### src/rtl/dds_phase_gen.sv
// ---------------------------------------------------------------------------
// dds_phase_gen
//
// Phase-accumulator front end (NCO) for the DDS sine/cosine core. It produces
// the phase word and a one-cycle phase strobe. The tuning word, phase offset
// and sample-rate divider arrive through a valid/ready config handshake. They
// are held in shadow registers and applied only at sample boundaries, so the
// DDS never sees a half-updated configuration.
//
// Build option:
//   DDS_PHASE_SWEEP_EN - when defined, adds step_i (two's complement). On
//                        every tick the active tuning word advances by the
//                        active step, which produces a linear chirp.
//                        Re-entering RUN restores the last configured tuning
//                        word.
//
// Ports:
//   clk_i          system clock
//   rst_n_i        synchronous active-low reset
//   en_i           run enable (level)
//   cfg_valid_i    config word valid
//   cfg_ready_o    config can be accepted (no config pending)
//   ftw_i          frequency tuning word (unsigned)
//   poff_i         phase offset (unsigned)
//   div_i          strobe divider; one sample every div_i+1 cycles
//   step_i         tuning word step per tick (only with DDS_PHASE_SWEEP_EN)
//   phase_o        phase word to DDS
//   phase_valid_o  one-cycle phase strobe to DDS
//   wrap_o         accumulator carry-out, aligned with phase_valid_o
// ---------------------------------------------------------------------------
module dds_phase_gen #(
   parameter int PHASE_W = 25,
   parameter int DIV_W   = 8
) (
   input  logic               clk_i,
   input  logic               rst_n_i,
   input  logic               en_i,
   input  logic               cfg_valid_i,
   output logic               cfg_ready_o,
   input  logic [PHASE_W-1:0] ftw_i,
   input  logic [PHASE_W-1:0] poff_i,
   input  logic [DIV_W-1:0]   div_i,
`ifdef DDS_PHASE_SWEEP_EN
   input  logic [PHASE_W-1:0] step_i,
`endif
   output logic [PHASE_W-1:0] phase_o,
   output logic               phase_valid_o,
   output logic               wrap_o
);

   localparam logic [0:0] IDLE = 1'b0;
   localparam logic [0:0] RUN  = 1'b1;

   localparam logic [DIV_W-1:0] DIV_ONE = {{(DIV_W-1){1'b0}}, 1'b1};

   logic [0:0]         state_reg;
   logic [PHASE_W-1:0] acc_reg;
   logic [DIV_W-1:0]   div_cnt_reg;

   // Shadow (accepted, not yet applied) configuration
   logic [PHASE_W-1:0] shd_ftw_reg;
   logic [PHASE_W-1:0] shd_poff_reg;
   logic [DIV_W-1:0]   shd_div_reg;
   logic               pending_reg;

   // Active configuration
   logic [PHASE_W-1:0] ftw_act_reg;
   logic [PHASE_W-1:0] ftw_act_next;
   logic [PHASE_W-1:0] poff_act_reg;
   logic [DIV_W-1:0]   div_act_reg;

`ifdef DDS_PHASE_SWEEP_EN
   logic [PHASE_W-1:0] shd_step_reg;
   logic [PHASE_W-1:0] step_act_reg;
   // Last configured tuning word; restored when RUN is re-entered
   logic [PHASE_W-1:0] ftw_cfg_reg;
   logic [PHASE_W-1:0] step_base;
   logic [PHASE_W-1:0] ftw_base;
`endif

   logic [PHASE_W-1:0] phase_reg;
   logic               phase_valid_reg;
   logic               wrap_reg;

   logic               accept;
   logic               tick;
   logic               apply;
   logic [PHASE_W:0]   acc_sum;
   logic [PHASE_W-1:0] phase_sum;

   assign cfg_ready_o = !pending_reg;
   assign accept      = cfg_valid_i && !pending_reg;
   assign tick        = (state_reg == RUN) && en_i && (div_cnt_reg == div_act_reg);
   // In IDLE a pending config goes live at once; in RUN only on a tick,
   // and that tick still uses the old values.
   assign apply       = pending_reg && ((state_reg == IDLE) || tick);

   // Extra top bit captures the accumulator carry. The offset addition
   // wraps silently and never drives wrap_o.
   assign acc_sum   = {1'b0, acc_reg} + {1'b0, ftw_act_reg};
   assign phase_sum = acc_reg + poff_act_reg;

   always_comb begin
      ftw_act_next = ftw_act_reg;
`ifdef DDS_PHASE_SWEEP_EN
      ftw_base  = apply ? shd_ftw_reg  : ftw_act_reg;
      step_base = apply ? shd_step_reg : step_act_reg;
      if (tick) begin
         // The step is applied on top of any config applied on this tick
         ftw_act_next = ftw_base + step_base;
      end else if (apply) begin
         ftw_act_next = shd_ftw_reg;
      end else if (state_reg == IDLE) begin
         ftw_act_next = ftw_cfg_reg;
      end
`else
      if (apply) begin
         ftw_act_next = shd_ftw_reg;
      end
`endif
   end

   always_ff @(posedge clk_i) begin
      if (!rst_n_i) begin
         state_reg       <= IDLE;
         acc_reg         <= '0;
         div_cnt_reg     <= '0;
         shd_ftw_reg     <= '0;
         shd_poff_reg    <= '0;
         shd_div_reg     <= '0;
         pending_reg     <= 1'b0;
         ftw_act_reg     <= '0;
         poff_act_reg    <= '0;
         div_act_reg     <= '0;
         phase_reg       <= '0;
         phase_valid_reg <= 1'b0;
         wrap_reg        <= 1'b0;
`ifdef DDS_PHASE_SWEEP_EN
         shd_step_reg    <= '0;
         step_act_reg    <= '0;
         ftw_cfg_reg     <= '0;
`endif
      end else begin
         phase_valid_reg <= 1'b0;
         wrap_reg        <= 1'b0;
         ftw_act_reg     <= ftw_act_next;

         // accept and apply are mutually exclusive: accept needs !pending,
         // apply needs pending.
         if (accept) begin
            shd_ftw_reg  <= ftw_i;
            shd_poff_reg <= poff_i;
            shd_div_reg  <= div_i;
`ifdef DDS_PHASE_SWEEP_EN
            shd_step_reg <= step_i;
`endif
            pending_reg  <= 1'b1;
         end

         if (apply) begin
            poff_act_reg <= shd_poff_reg;
            div_act_reg  <= shd_div_reg;
`ifdef DDS_PHASE_SWEEP_EN
            step_act_reg <= shd_step_reg;
            ftw_cfg_reg  <= shd_ftw_reg;
`endif
            pending_reg  <= 1'b0;
         end

         if (state_reg == IDLE) begin
            acc_reg     <= '0;
            div_cnt_reg <= '0;
            if (en_i) begin
               state_reg <= RUN;
            end
         end else begin
            if (!en_i) begin
               // Leaving RUN: no tick in this cycle
               state_reg <= IDLE;
            end else if (tick) begin
               div_cnt_reg     <= '0;
               phase_reg       <= phase_sum;
               acc_reg         <= acc_sum[PHASE_W-1:0];
               wrap_reg        <= acc_sum[PHASE_W];
               phase_valid_reg <= 1'b1;
            end else begin
               div_cnt_reg <= div_cnt_reg + DIV_ONE;
            end
         end
      end
   end

   assign phase_o       = phase_reg;
   assign phase_valid_o = phase_valid_reg;
   assign wrap_o        = wrap_reg;

endmodule

### config.mk
export PLATFORM = sky130hd
export DESIGN_NAME = dds_phase_gen
export DESIGN_NICKNAME = d
export VERILOG_FILES = /design/src/rtl/dds_phase_gen.sv
export SDC_FILE = /design/constraint.sdc
export NUM_CORES = 1
export LEC_CHECK = 0
export CAP_MARGIN = 20
export CORE_UTILIZATION = 40
export DETAILED_ROUTE_END_ITERATION = 8
export PLACE_DENSITY = 0.63
export SETUP_SLACK_MARGIN = 0.2
export SYNTH_ARGS = -nofsm -noshare
export SYNTH_HDL_FRONTEND = slang
export SYNTH_SLANG_ARGS = --single-unit
### constraint.sdc
create_clock -name clk_i -period 2.55 [get_ports clk_i]
set_input_delay 0.3825 -clock clk_i [delete_from_list [all_inputs] [get_ports clk_i]]
set_output_delay 0.3825 -clock clk_i [all_outputs]
set_load 0.01 [all_outputs]
* After elaboration in Yosys (flattened, before gate mapping) *
Cells that the tools add are included.
Widths: inputs -> output; s select.

cells by class
  equal/unequal tests = 1
  $add $sub $neg = 3
  bitwise gates (word level) = 2
  multiplexer cells = 3
  reductions and logical operators = 12

operators with widths
  cell                 number
  $add 25x25->26       1
  $add 25x25->25       1
  $add 8x1->8 const B  1
  $eq 8x8->1           1
  $mux 8               1
  $reduce_and 3->1     2
  $logic_and 1x1->1    4
  $reduce_and 2->1     2
  $reduce_and 4->1     1
  $mux 1               2
  $not 1->1            2
  $reduce_or 2->1      1
  $logic_not 1->1      1
  $logic_or 1x1->1     1

storage, ports and cells
  logic and storage cells = 34
  bits in registers = 178
  output and inout bits = 28

* Logic depth before layout (Yosys ltp) *
  depth in word-level cells = 5
  depth in mapped cells = 11
  mapped depth without buffers = 11

* Worst setup path before layout *
OpenSTA, ideal clock, no wires.

  path type = flip-flop to flip-flop
  start point = register acc_reg[0]
  end point = register acc_reg[24]
  library setup time = 0.121 ns
  arrival time = 2.259 ns
  clock period less this slack = 2.380 ns
  buffers on the path = 0
  cell stages (with the launch flop) = 12
  slack = 0.170 ns
  data required time = 2.429 ns
  cells stage by stage = dfxtp_1 ha_1 inv_1 fa_1 nand2b_1 a211oi_1 nor4_1 o31ai_1 a21oi_1 o211ai_1 o31a_1 o21ai_1

on the way
  longest elaborated chain between the ends = 1

ends and longest elaborated chain
  item                      RTL line  text
  start: declaration        57        logic [PHASE_W-1:0] acc_reg;
  start signal: assignment  183       acc_reg <= acc_sum[PHASE_W-1:0];
  $add 25x25->26            100       assign acc_sum = {1'b0, acc_reg} + {1'b0, ftw_act_reg};

No other way between the ends.
A chain may end at the register's enable or synchronous reset.

* Worst setup path in the final report *
  start point = register acc_reg[0]
  end point = register phase_reg[18], in the netlist phase_o[18]

on the way
  longest elaborated chain between the ends = 1

ends and longest elaborated chain
  item                    RTL line  text
  $add 25x25->25          101       assign phase_sum = acc_reg + poff_act_reg;
  end signal: assignment  182       phase_reg <= phase_sum;
  end: declaration        81        logic [PHASE_W-1:0] phase_reg;

No other way between the ends.

==> metrics.csv <==
stage;metric;value;unit
sta;setup_viol;0;
global_route;track_usage;21.29;%
yosys;synth_edf_count;0;
setup_path;critPathCaptureType;flop;
clock_network;cts_root_buf;clkbuf_16;
placed_design;portBuffers;89;
floorplanning;core-area;21150;um2
clock_network;numCtsBuffers;17;
clock_network;cts_tree;built;
hold_path;worstHoldEndpoint;div_act_reg[6];
floorplanning;start_util;41.18;%
yosys;async_flop_share;0;%
setup_path;timing.setup.critical_path_class;reg2reg;
global_route;grt_overflow;0;
placed_design;gp_congestion;0.9175;
cells_and_area;final_nets;1324;
routing;first_pass_iters;5;
setup_path;rr_worst_depth;12;
power;peakVddDrop;0.4073;mV
sta;relSlewSlack;65.23;%
hold_path;whs_path_depth;2;
routing;routed_wl;22.81;mm
global_route;grt_first_pass_wirelength;37.16;mm
setup_path;cp_common_cell;buf_6;
setup_path;cp_max_fo;3;
sta;min_period_over_period;97.38;%
clock_network;worstSkewPairLatency;0.43;ns
setup_path;path_delay_family;compound AO/OA/AOI/OAI gates;
yosys;yosys_warnings;0;
clock_network;cts_buffer_depth;2;
setup_path;cp_slowest_cell;fa_2;
placed_design;hpwl;16.44;mm
sta;hold_viol_final;0;
yosys;post-synth-top-count-cell;nand2_1;
floorplanning;rows;53;
routing;vias;7837;
setup_path;arrival;2.79;ns
power;power.density;538.8;nW/um2
routing;via_per_inst;5.232;
yosys;synthCells;1117;
routing;wl_per_cell;15.22;um
setup_path;worstPathCellList;buf_6 > ha_4 > fa_2 > a21o_1 > a31oi_2 > o31a_2 > o31ai_4 > buf_4 > buf_6 > a221oi_2 > xor2_1 > o21ai_1;
clock_network;htree_levels;4;
global_route;grt_max_degree;68;
placed_design;place_area;10020;um2
yosys;synth_ff_type;dfxtp_1;
cells_and_area;drive_gt1_share;13.16;%
yosys;ys_ff_latch;178;
flow_run;max_cap_violations;0;
global_route;grt_pass1_vias;7360;
yosys;ys_types;62;
power;leakage;4.241;nW
sta;slew_violations;0;
yosys;avgSynthCellArea;7.798;um2
sta;fin_setup_tns;0;ns
sta;fin_crit;2.483;ns
floorplanning;die_x;149.6;um
yosys;yosys.area.top_type_share;40.91;%
setup_path;r2r_slack;0.07;ns
setup_path;cp_num_buf_inv;3;
cells_and_area;n_antenna_cell;0;
hold_path;hold_start;shd_div_reg[6];
global_route;antenna_found_initial;0;
sta;fin_worst_skew;0.008828;ns
power;p_total;5.963;mW
routing;drt_iter0_markers;454;
run_status;status;completed;
yosys;yosysTopAreaCell;dfxtp_1;
yosys;ys_top_cells_by_count;nand2_1 (313), a21oi_1 (182), dfxtp_1 (178), clkbuf_1 (50), ha_1 (50);
floorplanning;dieArea;22370;um2
setup_path;r2r-end;phase_o[18];
routing;ant_nets;0;
cells_and_area;syn_to_final_growth;27.06;%
yosys;synth_area;8711;um2
routing;drc;0;
clock_network;cts_hold_buf;0;
clock_network;cts_sinks;178;
sta;fmax;402.7;MHz
setup_path;r2r_start;acc_reg[0];
floorplanning;io_pins;90;
yosys;yosysSeqAreaShare;40.91;%
hold_path;min_path_type;reg2reg;
clock_network;path_clk_slew;0.07;ns
setup_path;crit_path_start_kind;flop;
floorplanning;die_h;149.6;um
setup_path;required;2.86;ns
sta;rsz0062_at_grt;true;
sta;worst_slew_pin_slew;0.5197;ns
yosys;synth_area_leaders;dfxtp_1 (41%), nand2_1 (13%), a21oi_1 (10%);
cells_and_area;final_area;11070;um2
yosys;syn-num-nets;1231;
setup_path;slowest_delay;0.33;ns
## final cells by class
class	instances	area, um2
Sequential cell	178	3573
Timing Repair Buffer	136	1313
Clock inverter	11	103.9
Multi-Input combinational cell	860	5209
Inverter	17	65.06
Tap cell	275	344.1
Clock buffer	21	460.4
Fill cell	2029	10090
## worst min-delay path: stages, from the launching register on
cell     delay, ns
dfxtp_1       0.31
nand2_1       0.05
a21oi_1       0.05
## cell families after synthesis
logic type      Yosys count  synth area share [%]
compound gates          312                 20.90
simple gates            441                 21.33
mux                       5                0.5746
fa+ha+maj                52                 7.642
xor+xnor                 50                 5.027
flops                   178                 40.91
buf+inv                  79                 3.620
## layer usage
layer	vias to the layer above	part of all wire (%)	global-route usage (%)
met4	0	1.7	6.735
met5	-	0	0
li1	4018	-	-
met1	3633	48	28.01
met3	28	3.7	3.994
met2	158	47	34.98
## stage by stage
| stage | util, % | worst slack, ns | hold slack (ns) | instances |
|---|---|---|---|---|
| floorplan | - | 0.2009 | 0.4321 | 1117 |
| global placement | 47.35 | -0.009509 | 0.4389 | 1452 |
| detailed placement | 47.35 | -0.07769 | 0.4447 | 1452 |
| CTS | 51.16 | -0.02524 | 0.4495 | 1491 |
| global route | 52.32 | -0.02704 | 0.4659 | 1498 |
| finish | 52.32 | 0.06678 | 0.4498 | 1498 |
## layout by cell type, fill, tap and decap left out, types with 19 or more instances in the layout
cell | synthesis | routed
dfxtp_1 | 178 | 170
xnor2_1 | 24 | 22
clkdlybuf4s50_1 | 0 | 89
buf_4 | 1 | 38
ha_1 | 50 | 35
nand3_1 | 32 | 32
a21oi_1 | 182 | 170
nand2_1 | 313 | 309
o21ai_1 | 21 | 19
nor2_1 | 44 | 43
o21ai_0 | 26 | 23
a21o_1 | 21 | 21
xor2_1 | 26 | 26
## power by group
| group | total [mW] | internal (mW) | switching [mW] |
|---|---|---|---|
| combinational | 0.511 | 0.218 | 0.293 |
| clock | 2.54 | 1.40 | 1.13 |
| sequential | 2.91 | 2.86 | 0.0515 |
| total | 5.96 | 4.48 | 1.48 |
## worst max path at each step
stage,to,cells past startpoint,from
3_5_place_dp,phase_o[22],11,acc_reg[0]
4_1_cts,phase_o[22],11,acc_reg[0]
5_1_grt,phase_o[22],11,acc_reg[0]
3_3_place_gp,phase_o[22],11,acc_reg[0]
2_1_floorplan,acc_reg[24],11,acc_reg[0]
6_report,phase_o[18],12,acc_reg[0]
## what timing repair did
| action | 4_1_cts | 5_1_grt |
|---|---|---|
| pin swaps | 23 | 28 |
| setup buffers | 7 | 7 |
| endpoints found under the setup margin | 19 | 84 |
| gates cloned | 0 | 0 |
| resized for setup | 37 | 51 |
Power figures use the tool's default switching activity.
